===== config.mk =====
export PLATFORM = sky130hd
export DESIGN_NAME = vpu_dst_port_controller
export DESIGN_NICKNAME = d
export VERILOG_FILES = /design/src/rtl/vpu_dst_port_controller.sv
export SDC_FILE = /design/constraint.sdc
export NUM_CORES = 1
export LEC_CHECK = 0
export CAP_MARGIN = 5
export CORE_ASPECT_RATIO = 0.5
export CORE_UTILIZATION = 32
export DETAILED_ROUTE_END_ITERATION = 7
export GPL_TIMING_DRIVEN = 0
export HOLD_SLACK_MARGIN = 0.08
export PLACE_DENSITY = 0.72
export SLEW_MARGIN = 10
export SYNTH_ARGS = -nofsm -noshare
export SYNTH_HDL_FRONTEND = slang
export SYNTH_SLANG_ARGS = --single-unit
export TNS_END_PERCENT = 20

===== constraint.sdc =====
create_clock -name clk -period 1.5 [get_ports clk]
set_input_delay 0.225 -clock clk [delete_from_list [all_inputs] [get_ports clk]]
set_output_delay 0.225 -clock clk [all_outputs]
set_load 0.005 [all_outputs]

===== src/rtl/vpu_dst_port_controller.sv =====
// rtl/vpu_dst_port_controller.sv - VPU write-side port: pops one result word and issues one SRAM write per start.
// Optional request timeout is enabled by defining VPU_DST_PORT_TIMEOUT_EN.

package VPU_PKG;
  localparam int SRAM_BANK_CNT_LG2   = 2;
  localparam int SRAM_BANK_DEPTH_LG2 = 10;
  localparam int OPERAND_ADDR_WIDTH  = SRAM_BANK_CNT_LG2 + SRAM_BANK_DEPTH_LG2;
  localparam int SRAM_DATA_WIDTH     = 32;

  // Low address bits select the bank so consecutive operands interleave across banks.
  function automatic logic [SRAM_BANK_CNT_LG2-1:0] get_bank_id(input logic [OPERAND_ADDR_WIDTH-1:0] addr);
    return addr[SRAM_BANK_CNT_LG2-1:0];
  endfunction

  function automatic logic [SRAM_BANK_DEPTH_LG2-1:0] get_raddr(input logic [OPERAND_ADDR_WIDTH-1:0] addr);
    return addr[SRAM_BANK_CNT_LG2 +: SRAM_BANK_DEPTH_LG2];
  endfunction
endpackage

module vpu_dst_port_controller #(
  parameter int TIMEOUT_CYCLES = 16
) (
  input  logic                                    clk,
  input  logic                                    rst,
  input  logic                                    wvalid_i,
  input  logic [VPU_PKG::OPERAND_ADDR_WIDTH-1:0]  waddr_i,
  input  logic                                    start_i,
  output logic                                    done_o,
  input  logic [VPU_PKG::SRAM_DATA_WIDTH-1:0]     result_fifo_rdata_i,
  input  logic                                    result_fifo_empty_i,
  output logic                                    result_fifo_rden_o,
  output logic                                    sram_req_o,
  input  logic                                    sram_ack_i,
  output logic [VPU_PKG::SRAM_BANK_CNT_LG2-1:0]   sram_wid_o,
  output logic [VPU_PKG::SRAM_BANK_DEPTH_LG2-1:0] sram_addr_o,
  output logic                                    sram_web_o,
  output logic                                    sram_wlast_o,
  output logic [VPU_PKG::SRAM_DATA_WIDTH-1:0]     sram_wdata_o,
  output logic                                    err_o
);

  typedef enum logic [1:0] {
    S_IDLE      = 2'd0,
    S_WAIT_DATA = 2'd1,
    S_REQ       = 2'd2
  } state_e;

  state_e                                 state_q, state_d;
  logic                                   req_q, req_d;
  logic [VPU_PKG::SRAM_BANK_CNT_LG2-1:0]   wid_q, wid_d;
  logic [VPU_PKG::SRAM_BANK_DEPTH_LG2-1:0] addr_q, addr_d;
  logic                                   web_q, web_d;
  logic                                   wlast_q, wlast_d;
  logic [VPU_PKG::SRAM_DATA_WIDTH-1:0]     wdata_q, wdata_d;

`ifdef VPU_DST_PORT_TIMEOUT_EN
  localparam int CNT_W = $clog2(TIMEOUT_CYCLES + 1);
  logic [CNT_W-1:0] cnt_q, cnt_d;
  logic             err_q, err_d;
`endif

  always_comb begin
    state_d            = state_q;
    req_d              = req_q;
    wid_d              = wid_q;
    addr_d             = addr_q;
    web_d              = web_q;
    wlast_d            = wlast_q;
    wdata_d            = wdata_q;
    done_o             = 1'b0;
    result_fifo_rden_o = 1'b0;
`ifdef VPU_DST_PORT_TIMEOUT_EN
    cnt_d              = cnt_q;
    err_d              = err_q;
`endif
    case (state_q)
      S_IDLE: begin
        done_o = 1'b1;
        if (start_i && wvalid_i) begin
          wid_d   = VPU_PKG::get_bank_id(waddr_i);
          addr_d  = VPU_PKG::get_raddr(waddr_i);
          state_d = S_WAIT_DATA;
        end
      end
      S_WAIT_DATA: begin
        if (!result_fifo_empty_i) begin
          result_fifo_rden_o = 1'b1;
          wdata_d            = result_fifo_rdata_i;
          req_d              = 1'b1;
          web_d              = 1'b0;
          wlast_d            = 1'b1;
          state_d            = S_REQ;
`ifdef VPU_DST_PORT_TIMEOUT_EN
          cnt_d              = '0;
`endif
        end
      end
      S_REQ: begin
        if (sram_ack_i) begin
          req_d   = 1'b0;
          web_d   = 1'b1;
          wlast_d = 1'b0;
          wid_d   = '0;
          addr_d  = '0;
          wdata_d = '0;
          state_d = S_IDLE;
        end
`ifdef VPU_DST_PORT_TIMEOUT_EN
        else begin
          // An ack on the limit cycle takes the branch above, so a late grant still completes cleanly.
          cnt_d = cnt_q + 1'b1;
          if (cnt_d == CNT_W'(TIMEOUT_CYCLES)) begin
            err_d   = 1'b1;
            req_d   = 1'b0;
            web_d   = 1'b1;
            wlast_d = 1'b0;
            wid_d   = '0;
            addr_d  = '0;
            wdata_d = '0;
            state_d = S_IDLE;
          end
        end
`endif
      end
      default: state_d = S_IDLE;
    endcase
  end

  always_ff @(posedge clk) begin
    if (rst) begin
      state_q <= S_IDLE;
      req_q   <= 1'b0;
      wid_q   <= '0;
      addr_q  <= '0;
      web_q   <= 1'b1;
      wlast_q <= 1'b0;
      wdata_q <= '0;
`ifdef VPU_DST_PORT_TIMEOUT_EN
      cnt_q   <= '0;
      err_q   <= 1'b0;
`endif
    end else begin
      state_q <= state_d;
      req_q   <= req_d;
      wid_q   <= wid_d;
      addr_q  <= addr_d;
      web_q   <= web_d;
      wlast_q <= wlast_d;
      wdata_q <= wdata_d;
`ifdef VPU_DST_PORT_TIMEOUT_EN
      cnt_q   <= cnt_d;
      err_q   <= err_d;
`endif
    end
  end

  assign sram_req_o   = req_q;
  assign sram_wid_o   = wid_q;
  assign sram_addr_o  = addr_q;
  assign sram_web_o   = web_q;
  assign sram_wlast_o = wlast_q;
  assign sram_wdata_o = wdata_q;

`ifdef VPU_DST_PORT_TIMEOUT_EN
  assign err_o = err_q;
`else
  logic unused_timeout;
  assign unused_timeout = ^TIMEOUT_CYCLES;
  assign err_o = 1'b0;
`endif

endmodule

Word-level counts from Yosys, hierarchy flattened
Index checks and enable logic that the tools add are counted.
{ "op_classes": {"n_eq_ne": 5, "muxes": 21, "n_reduce_logical": 7} }
{ "ops": {"columns": ["op", "n"], "rows": [
  ["$mux 32", 2],
  ["$pmux 32 s2", 1],
  ["$mux 10", 2],
  ["$pmux 10 s2", 1],
  ["$reduce_and 3->1", 3],
  ["$mux 2", 4],
  ["$mux 1", 7],
  ["$ne 2x2->1 const B", 3],
  ["$pmux 2 s3", 1],
  ["$pmux 1 s2", 2],
  ["$pmux 2 s2", 1],
  ["$reduce_bool 2->1", 2],
  ["$eq 2x1->1 const B", 1],
  ["$eq 2x2->1 const B", 1],
  ["$logic_not 2->1", 1],
  ["$logic_and 1x1->1", 1]
]} }
{ "totals": {"ff_bits": 48, "in_bits": 50, "output_inout_bits": 50} }

Depth between registers and ports, before layout
Gate-level depths: netlist (run 1).
{ "logic_depth": {"word_depth": 3, "ltp_mapped": 5} }

Worst setup path after synthesis (run 1)
OpenSTA, ideal clock, no wires.
{ "synth_timing": {"path_kind": "reg-to-reg", "startpoint": "reg state_q[1]", "endpoint": "reg addr_q (netlist bit sram_addr_o[0])", "setup_ns": 0.059, "t_arrival_ns": 1.225, "setup_slack_ns": 0.217, "path_stages_with_launch": 6, "n_path_buf": 2, "synth_period_minus_slack_ns": 1.283, "path_cell_list": "dfxtp_1 buf_6 and3b_1 a311oi_2 buf_6 a22o_1"} }
{ "synth_between": {"elab_chain_len": 3} }
{ "synth_rtl": {"columns": ["item", "line_no", "rtl"], "rows": [
  ["start, declared", "48", "state_e state_q, state_d;"],
  ["start signal, assigned", "143", "state_q <= state_d;"],
  ["$eq 2x2->1 / $logic_not 2->1 (equally long branches)", "76", "case (state_q)"],
  ["$ne 2x2->1 (no line) / $reduce_bool 2->1 (equally long branches)", null, null],
  ["$reduce_and 3->1 (no line)", null, null],
  ["end signal, assigned", "146", "addr_q <= addr_d;"],
  ["end, declared", "51", "logic [VPU_PKG::SRAM_BANK_DEPTH_LG2-1:0] addr_q, addr_d;"]
]} }
Several ways; a longest one is shown, not always the timed one.
A chain may end at the register's enable or synchronous reset.

Final worst setup path (run 1)
{ "layout_timing": {"startpoint": "reg state_q[1]", "endpoint": "reg wdata_q (netlist bit sram_wdata_o[15])"} }
{ "layout_between": {"elab_chain_len": 3} }
{ "layout_rtl": {"columns": ["item", "line_no", "rtl"], "rows": [
  ["$eq 2x2->1 / $eq 2x1->1 (equally long branches)", "76", null],
  ["$ne 2x2->1 (no line) / $reduce_bool 2->1 (equally long branches)", null, null],
  ["$reduce_and 3->1 (no line)", null, null],
  ["end signal, assigned", "149", "wdata_q <= wdata_d;"],
  ["end, declared", "54", "logic [VPU_PKG::SRAM_DATA_WIDTH-1:0] wdata_q, wdata_d;"]
]} }
Several ways; a longest one is shown, not always the timed one.

==> reports/qor.txt, run 1 <==
DP HPWL = 3020 um
Worst EP required = 1.74 ns
Final worst-path cycle share = 0.962
Number of flops mapped to enable cells by yosys = 0
Tmin final = 1.44 ns
Cts bufs inserted = 5
Crit-path max FO = 10
Hold crit path type = input pin to flip-flop
Nets = 284
# IOs = 100
Area leader, netlist = dfxtp_1
FF+latch count, synth = 48
Gr usage total = 0.157
DR iter-0 viols = 28
VDD IR max = 0.483 mV
Worst R2R Setup Slack = 0.06 ns
Router iterations before antenna repair = 3
Max Slew Vio Count = 0
CP Capture Type = flip-flop
Clk Tree Root Cell = clkbuf_8
Post-synthesis async set-or-reset flop share = 0
Cells after Synth = 129
Power per cell area = 928 nW/um^2
Syn nets = 179
Max cap viols = 0
Placement Rows = 17
Core ar. = 4570 um^2
Synth cell count leaders = dfxtp_1 (48), a22o_1 (44), buf_2 (7), nand2_1 (4), nor2_1 (4)
DRC = 0
Top-area cell type share of the netlist area = 0.607
Hold path endpoint = state_q[1]
Post-route insts no fill = 301
Slew headroom = 0.652
H-tree lvl count = 2
Clk slew on worst S/H paths = 0.08 ns
DP Cell Count = 292
Routed vias = 1383
CTS sink count = 48
Post-synth cell types = 21
Antenna-violating nets left = 0
CP max stage cell = dfxtp_2
Antenna Cells = 0
Outcome = completed
Starting Density = 0.346
Top cells by area, synth = dfxtp_1 (61%), a22o_1 (24%), buf_2 (2.2%)
Fin. Hold Viols = 0
Worst path max stage delay = 0.34 ns
Largest net degree at the start of global routing = 15
Cell with the most instances after synthesis = dfxtp_1
Port Buffers = 97
Initial antenna violation count = 0
CP Launch Type = flip-flop
Leakage dissipation = 0.00108 uW
Hold depth = 2
Vias in the first global route = 1384
RR Startpoint = state_q[1]
Die H = 51.7 um
DR WL/cell = 13.5 um
Area grow syn2layout = 76.8%
DIE WIDTH = 101 um
Cell Chain, Critical Path = buf_6 -> and3b_1 -> nor3_4 -> buf_4 -> a22o_1
Total Wirelength = 4060 um
Sequential share of the synthesized area = 0.607
Layout cell share with drive strength beyond 1 = 0.128
Total grt overflow = 0
Worst reg-to-reg path cell count = 5
Area of the mapped netlist = 1580 um^2
Avg Cell Area, Syn = 12.3 um^2
Hold_sp = rst
Routability cong. = 0.662
Synth warn = 0
First-pass GRT wire length = 6410 um
Ys flop type = dfxtp_1
Area of the die = 5250 um^2
Slew @ Worst Pin = 0.522 ns
Critical R2R Capture = sram_wdata_o[15]
Fin Setup TNS = 0 ns
CTS tree = yes
Clock Tree Buf Depth = 2
Clock skew = 0.00860 ns
Skew-Pair Late Insertion Delay = 0.29 ns
WS Path Type = flip-flop to flip-flop
RSZ-0062 raised after global routing = true
Pwr Total = 2590 uW
Final setup violation count = 0
Crit path DAT = 1.68 ns
Fin util = 0.612
Via/cell ratio = 4.59
Fmax achieved = 693 MHz
-- layout make-up --
class	count	area, um^2
buffer	13	98.8
clock buffer	6	72.6
clock inverter	2	35.0
fill	385	1780
multi-input combinational	68	568
sequential	48	963
tap	66	82.6
timing repair buffer	98	977
-- worst max-delay path by stage --
| stage | startpoint | end | depth (start not counted) |
|---|---|---|---|
| 6_report | state_q[1] | sram_wdata_o[15] | 5 |
| 3_5_place_dp | result_fifo_empty_i | result_fifo_rden_o | 3 |
| 5_1_grt | state_q[0] | sram_wdata_o[22] | 5 |
| 3_3_place_gp | result_fifo_empty_i | result_fifo_rden_o | 3 |
| 2_1_floorplan | state_q[1] | sram_addr_o[0] | 5 |
| 4_1_cts | state_q[1] | done_o | 3 |
-- metrics by stage --
| step | hold slack, ns | setup slack, ns | cell area (um^2) |
|---|---|---|---|
| 2_1_floorplan | 0.350 | 0.217 | 1580 |
| 3_3_place_gp | 0.461 | -0.315 | 2640 |
| 3_5_place_dp | 0.463 | -0.330 | 2640 |
| 4_1_cts | 0.308 | -0.196 | 2770 |
| 5_1_grt | 0.388 | -0.0196 | 2800 |
| 6_report | 0.353 | 0.0575 | 2800 |
-- flip-flops by register name, indices dropped and copies added (netlist names) --
name,flops
state_q,2
sram_wid_o,2
sram_wdata_o,32
sram_wlast_o,1
sram_addr_o,10
sram_web_o,1
-- timing repair --
item                                    4_1_cts  5_1_grt
pin swaps                                     1        2
hold buffers                                  0        0
gates resized for setup                       6       13
buffers inserted                              1        0
endpoints found under the setup margin        7       43
cloned                                        0        0
-- cell families after synthesis --
| logic type | after synthesis | share of synthesized area |
|---|---|---|
| AOI/OAI and AO/OA | 51 | 0.274 |
| buffers and inverters | 13 | 0.0530 |
| DFF | 48 | 0.607 |
| other | 1 | 0.00237 |
| and+or+nand+nor | 16 | 0.0640 |
-- placed cells by master, fill, tap and decap left out, types with 2 or more instances in the layout --
| cell type | count |
|---|---|
| nand2_1 | 4 |
| clkdlybuf4s50_1 | 93 |
| a22o_1 | 44 |
| buf_6 | 4 |
| o21ai_0 | 2 |
| dfxtp_1 | 46 |
| nor2_1 | 3 |
| dfxtp_2 | 2 |
| buf_4 | 6 |
| a21oi_1 | 3 |
| clkbuf_8 | 5 |
| clkbuf_1 | 2 |
| buf_2 | 4 |
-- worst max-delay path, delay by kind of cell (launching register included) --
kind / cells / cell delay (ns)
AND/OR/NAND/NOR: 2 / 0.51
buffers and inverters: 2 / 0.38
flip-flops: 1 / 0.34
AO/OA/AOI/OAI: 1 / 0.15
-- layer usage --
layer | vias up | wire, um | global-route usage
met4 | 0 | 25 | 0.0435
li1 | 691 | - | -
met2 | 33 | 2050 | 0.280
met3 | 2 | 154 | 0.0390
met1 | 657 | 1840 | 0.191
met5 | - | 0 | 0
-- power breakdown --
| group | total (uW) | switching, uW | leakage (uW) | internal, uW |
|---|---|---|---|---|
| Clock | 897 | 403 | 0.0000552 | 495 |
| Sequential | 1340 | 23.3 | 0.000390 | 1320 |
| Combinational | 357 | 113 | 0.000634 | 244 |
(Power assumes the default switching activity.)
==> inputs of run 2 (changes only) <==
- SKIP_LAST_GASP: default -> 1
==> reports/qor.txt, run 2 (synthesis results as in run 1) <==
Outcome = completed
Antenna-violating nets left = 0
Worst EP required = 1.27 ns
Max Slew Vio Count = 0
Clk Tree Root Cell = clkbuf_8
Setup ws final = 0.0129 ns
CP Capture Type = output pin
Power per cell area = 927 nW/um^2
CP Launch Type = flip-flop
Area of the die = 5250 um^2
Crit-path max FO = 4
Die H = 51.7 um
Fin Setup TNS = 0 ns
Nets = 286
Routability cong. = 0.662
Leakage dissipation = 0.00109 uW
CP bufs+invs = 2
Cell Chain, Critical Path = buf_4 -> clkdlybuf4s50_1
Final setup violation count = 0
Fill cells = 380
Antenna Cells = 0
DP HPWL = 3020 um
Area grow syn2layout = 76.9%
Total Wirelength = 4010 um
Port Buffers = 97
Cts bufs inserted = 5
Fin. Hold Viols = 0
Via/cell ratio = 4.58
# IOs = 100
Fmax achieved = 672 MHz
Tmin final = 1.49 ns
CTS tree = yes
DRC = 0
Total grt overflow = 0
CP max stage cell = clkdlybuf4s50_1
RSZ-0062 raised after global routing = true
Layout cell share with drive strength beyond 1 = 0.122
Initial antenna violation count = 0
H-tree lvl count = 2
Most common cell after layout, fill and taps aside = clkdlybuf4s50_1
Worst path max stage delay = 0.48 ns
Skew-Pair Late Insertion Delay = 0.29 ns
Clock skew = 0.00922 ns
Clock Tree Buf Depth = 2
Area of the multi-input gates = 562 um^2
Max FFs per register = 32
DR WL/cell = 13.2 um
DR iter-0 viols = 29
Hold crit path type = input pin to flip-flop
Setup WS pre-CTS = -0.330 ns
Gr usage total = 0.156
Vias in the first global route = 1380
Largest net degree at the start of global routing = 15
Routed vias = 1387
Clk slew on worst S/H paths = 0.08 ns
VDD IR max = 0.489 mV
Reg area = 962 um^2
CTS sink count = 48
WS Path Type = flip-flop to output pin
DIE WIDTH = 101 um
Final worst-path cycle share = 0.991
Starting Density = 0.346
First-pass GRT wire length = 6360 um
Placement Rows = 17
Router iterations before antenna repair = 4
Max cap viols = 0
CP top delay family = buffers and inverters
Core ar. = 4570 um^2
Commonest non-fill, non-tap cells in the layout = clkdlybuf4s50_1 (94), dfxtp_1 (47), a22o_1 (44)
Crit path DAT = 1.26 ns
## run 2: changes by cell type in the layout (fill, tap and decap cells not counted)
cell,delta
dfxtp_2,-1
buf_4,+1
dfxtp_1,+1
dlygate4sd2_1,+1
buf_2,+1
buf_6,-1
nor4_1,+1
clkdlybuf4s15_1,-1
nor4_2,-1
clkdlybuf4s50_1,+1
## run 2: routing by layer
metal,vias to the layer above,wire length (um),global-route usage,share of wire
met3,2,154,0.0390,0.038
met2,33,2000,0.277,0.50
met5,-,0,0,0
met1,657,1830,0.191,0.46
li1,695,-,-,-
met4,0,25,0.0435,0.0062
## run 2: power breakdown
group,switching [uW],leakage [uW],internal (uW)
Sequential,23.0,0.000390,1320
Clock,404,0.0000552,495
Combinational,112,0.000643,246
## run 2: stage by stage
step	cells	utilization	hold WS, ns	power, uW	cell area (um^2)
finish	303	0.612	0.329	2600	2800
global placement	292	0.576	0.461	1710	2640
global route	303	0.612	0.345	2720	2800
floorplan	129	-	0.350	1470	1580
CTS	301	0.602	0.284	2620	2760
detailed placement	292	0.576	0.463	1710	2640
## run 2: layout make-up
class | count | area share
Clock buffer | 6 | 0.0259
Buffer | 13 | 0.0331
Tap cell | 66 | 0.0295
Sequential cell | 48 | 0.344
Multi-Input combinational cell | 68 | 0.201
Timing Repair Buffer | 100 | 0.355
Clock inverter | 2 | 0.0125
## run 2: timing repair
item,CTS,global route
resized for setup,3,10
buffers inserted,1,2
pin swaps,1,1
setup endpoints to repair,7,43
endpoints found under the hold margin,0,0
hold buffers,0,0
## run 2: path summary, 6_finish.rpt
kind / from / end / slack, ns / cells after the start
worst min register to register: sram_addr_o[9] / sram_addr_o[9] / 0.48 / 1
worst max register to register: state_q[0] / sram_wdata_o[31] / 0.02 / 7
worst min-delay path: rst / state_q[1] / 0.33 / 2
worst max-delay path: sram_wlast_o / sram_wlast_o / 0.01 / 2
## run 2: worst reg2reg max path: cells and delay by family, from the launching register on
family / cells / cell delay [ns]
AOI/OAI and AO/OA: 1 / 0.23
buffers and inverters: 4 / 0.59
DFF: 1 / 0.31
and+or+nand+nor: 2 / 0.25
==> inputs of run 3 (changes only) <==
- CTS_BUF_LIST: default -> sky130_fd_sc_hd__clkbuf_16
==> reports/qor.txt, run 3 (synthesis results as in run 1) <==
RSZ-0062 raised after global routing = true
Worst R2R Setup Slack = 0.07 ns
Starting Density = 0.346
WS Path Type = flip-flop to output pin
CP Launch Type = flip-flop
Hold crit path type = input pin to flip-flop
Crit path DAT = 1.24 ns
Max Slew Vio Count = 0
Antenna Cells = 0
Metal3 WL = 153 um
CTS tree = yes
Design Area, Final = 2850 um^2
CP Capture Type = output pin
Worst EP required = 1.27 ns
Routability cong. = 0.662
Power per cell area = 1020 nW/um^2
Largest net degree at the start of global routing = 15
Slew headroom = 0.644
Cts bufs inserted = 5
WL met2 = 2100 um
Clock Tree Buf Depth = 2
First-pass GRT wire length = 6600 um
H-tree lvl count = 2
DP HPWL = 3020 um
Routed vias = 1404
Final setup violation count = 0
CTS sink count = 48
Area of the die = 5250 um^2
Area grow syn2layout = 80.3%
Clk slew on worst S/H paths = 0.06 ns
Antenna-violating nets left = 0
Die H = 51.7 um
Fmax achieved = 682 MHz
Gr usage total = 0.163
Tmin final = 1.47 ns
DR iter-0 viols = 21
Outcome = completed
Total Wirelength = 4160 um
Vias in the first global route = 1403
Placement Rows = 17
Router iterations before antenna repair = 4
Max layer used = met4
Skew-Pair Late Insertion Delay = 0.28 ns
Most common cell after layout, fill and taps aside = clkdlybuf4s50_1
VDD IR max = 0.578 mV
Fill cells = 374
Core ar. = 4570 um^2
Fin Setup TNS = 0 ns
Initial antenna violation count = 0
Area of the multi-input gates = 569 um^2
Final worst-path cycle share = 0.977
Nets = 285
Layout cell share with drive strength beyond 1 = 0.123
Commonest non-fill, non-tap cells in the layout = clkdlybuf4s50_1 (94), dfxtp_1 (48), a22o_1 (44)
Max cap viols = 0
M1 WL = 1890 um
Clk Tree Root Cell = clkbuf_16
# IOs = 100
Setup ws final = 0.0342 ns
Fin. Hold Viols = 0
Via/cell ratio = 4.65
DIE WIDTH = 101 um
Placed cell areas = 2640 um^2
Clock skew = 0.00793 ns
Reg area = 961 um^2
Crit-path max FO = 4
Port Buffers = 97
DRC = 0
Leakage dissipation = 0.00111 uW
DR WL/cell = 13.8 um
Slew @ Worst Pin = 0.534 ns
Max FFs per register = 32
Setup WS pre-CTS = -0.330 ns
Total grt overflow = 0
==> run 3: final cells by class <==
| type | instances | share of cell area |
|---|---|---|
| Timing Repair Buffer | 99 | 0.344 |
| Sequential cell | 48 | 0.337 |
| Multi-Input combinational cell | 68 | 0.199 |
| Clock buffer | 5 | 0.0438 |
| Buffer | 13 | 0.0333 |
| Tap cell | 66 | 0.0289 |
| Clock inverter | 3 | 0.0136 |
==> run 3: report_power, final <==
group / internal (uW) / leakage [uW] / switching (uW)
Combinational: 245 / 0.000635 / 115
Sequential: 1320 / 0.000390 / 23.3
Clock: 777 / 0.0000850 / 446
==> run 3: layer usage <==
layer  GRT usage  up-vias
met4      0.0290        0
met1       0.191      678
met5           0        -
li1            -      691
met3      0.0470        2
met2       0.302       33
==> run 3: path summary, 6_finish.rpt <==
path / start / to / cells after the start
hold reg to reg: sram_addr_o[9] / sram_addr_o[9] / 1
setup reg to reg: state_q[1] / sram_wdata_o[15] / 5
setup / recovery: sram_wlast_o / sram_wlast_o / 2
hold / removal: rst / sram_wlast_o / 2
==> run 3: metrics by stage <==
| step | hold WS (ns) | utilization | total power (uW) | instances |
|---|---|---|---|---|
| finish | 0.393 | 0.624 | 2920 | 302 |
| global route | 0.426 | 0.624 | 3050 | 302 |
| CTS | 0.351 | 0.618 | 2950 | 301 |
| detailed placement | 0.463 | 0.576 | 1710 | 292 |
| global placement | 0.461 | 0.576 | 1710 | 292 |
| floorplan | 0.350 | - | 1470 | 129 |
==> run 3: repair_timing <==
action | in CTS | in global routing
setup endpoints to repair | 32 | 42
resized for setup | 7 | 9
hold buffers | 0 | 0
setup buffers | 1 | 1
pin swaps | 1 | 2
==> run 3: critical path, cell delays in order (launching register included) <==
cell,delay [ns]
dfxtp_1,0.37
buf_4,0.12
clkdlybuf4s50_1,0.48
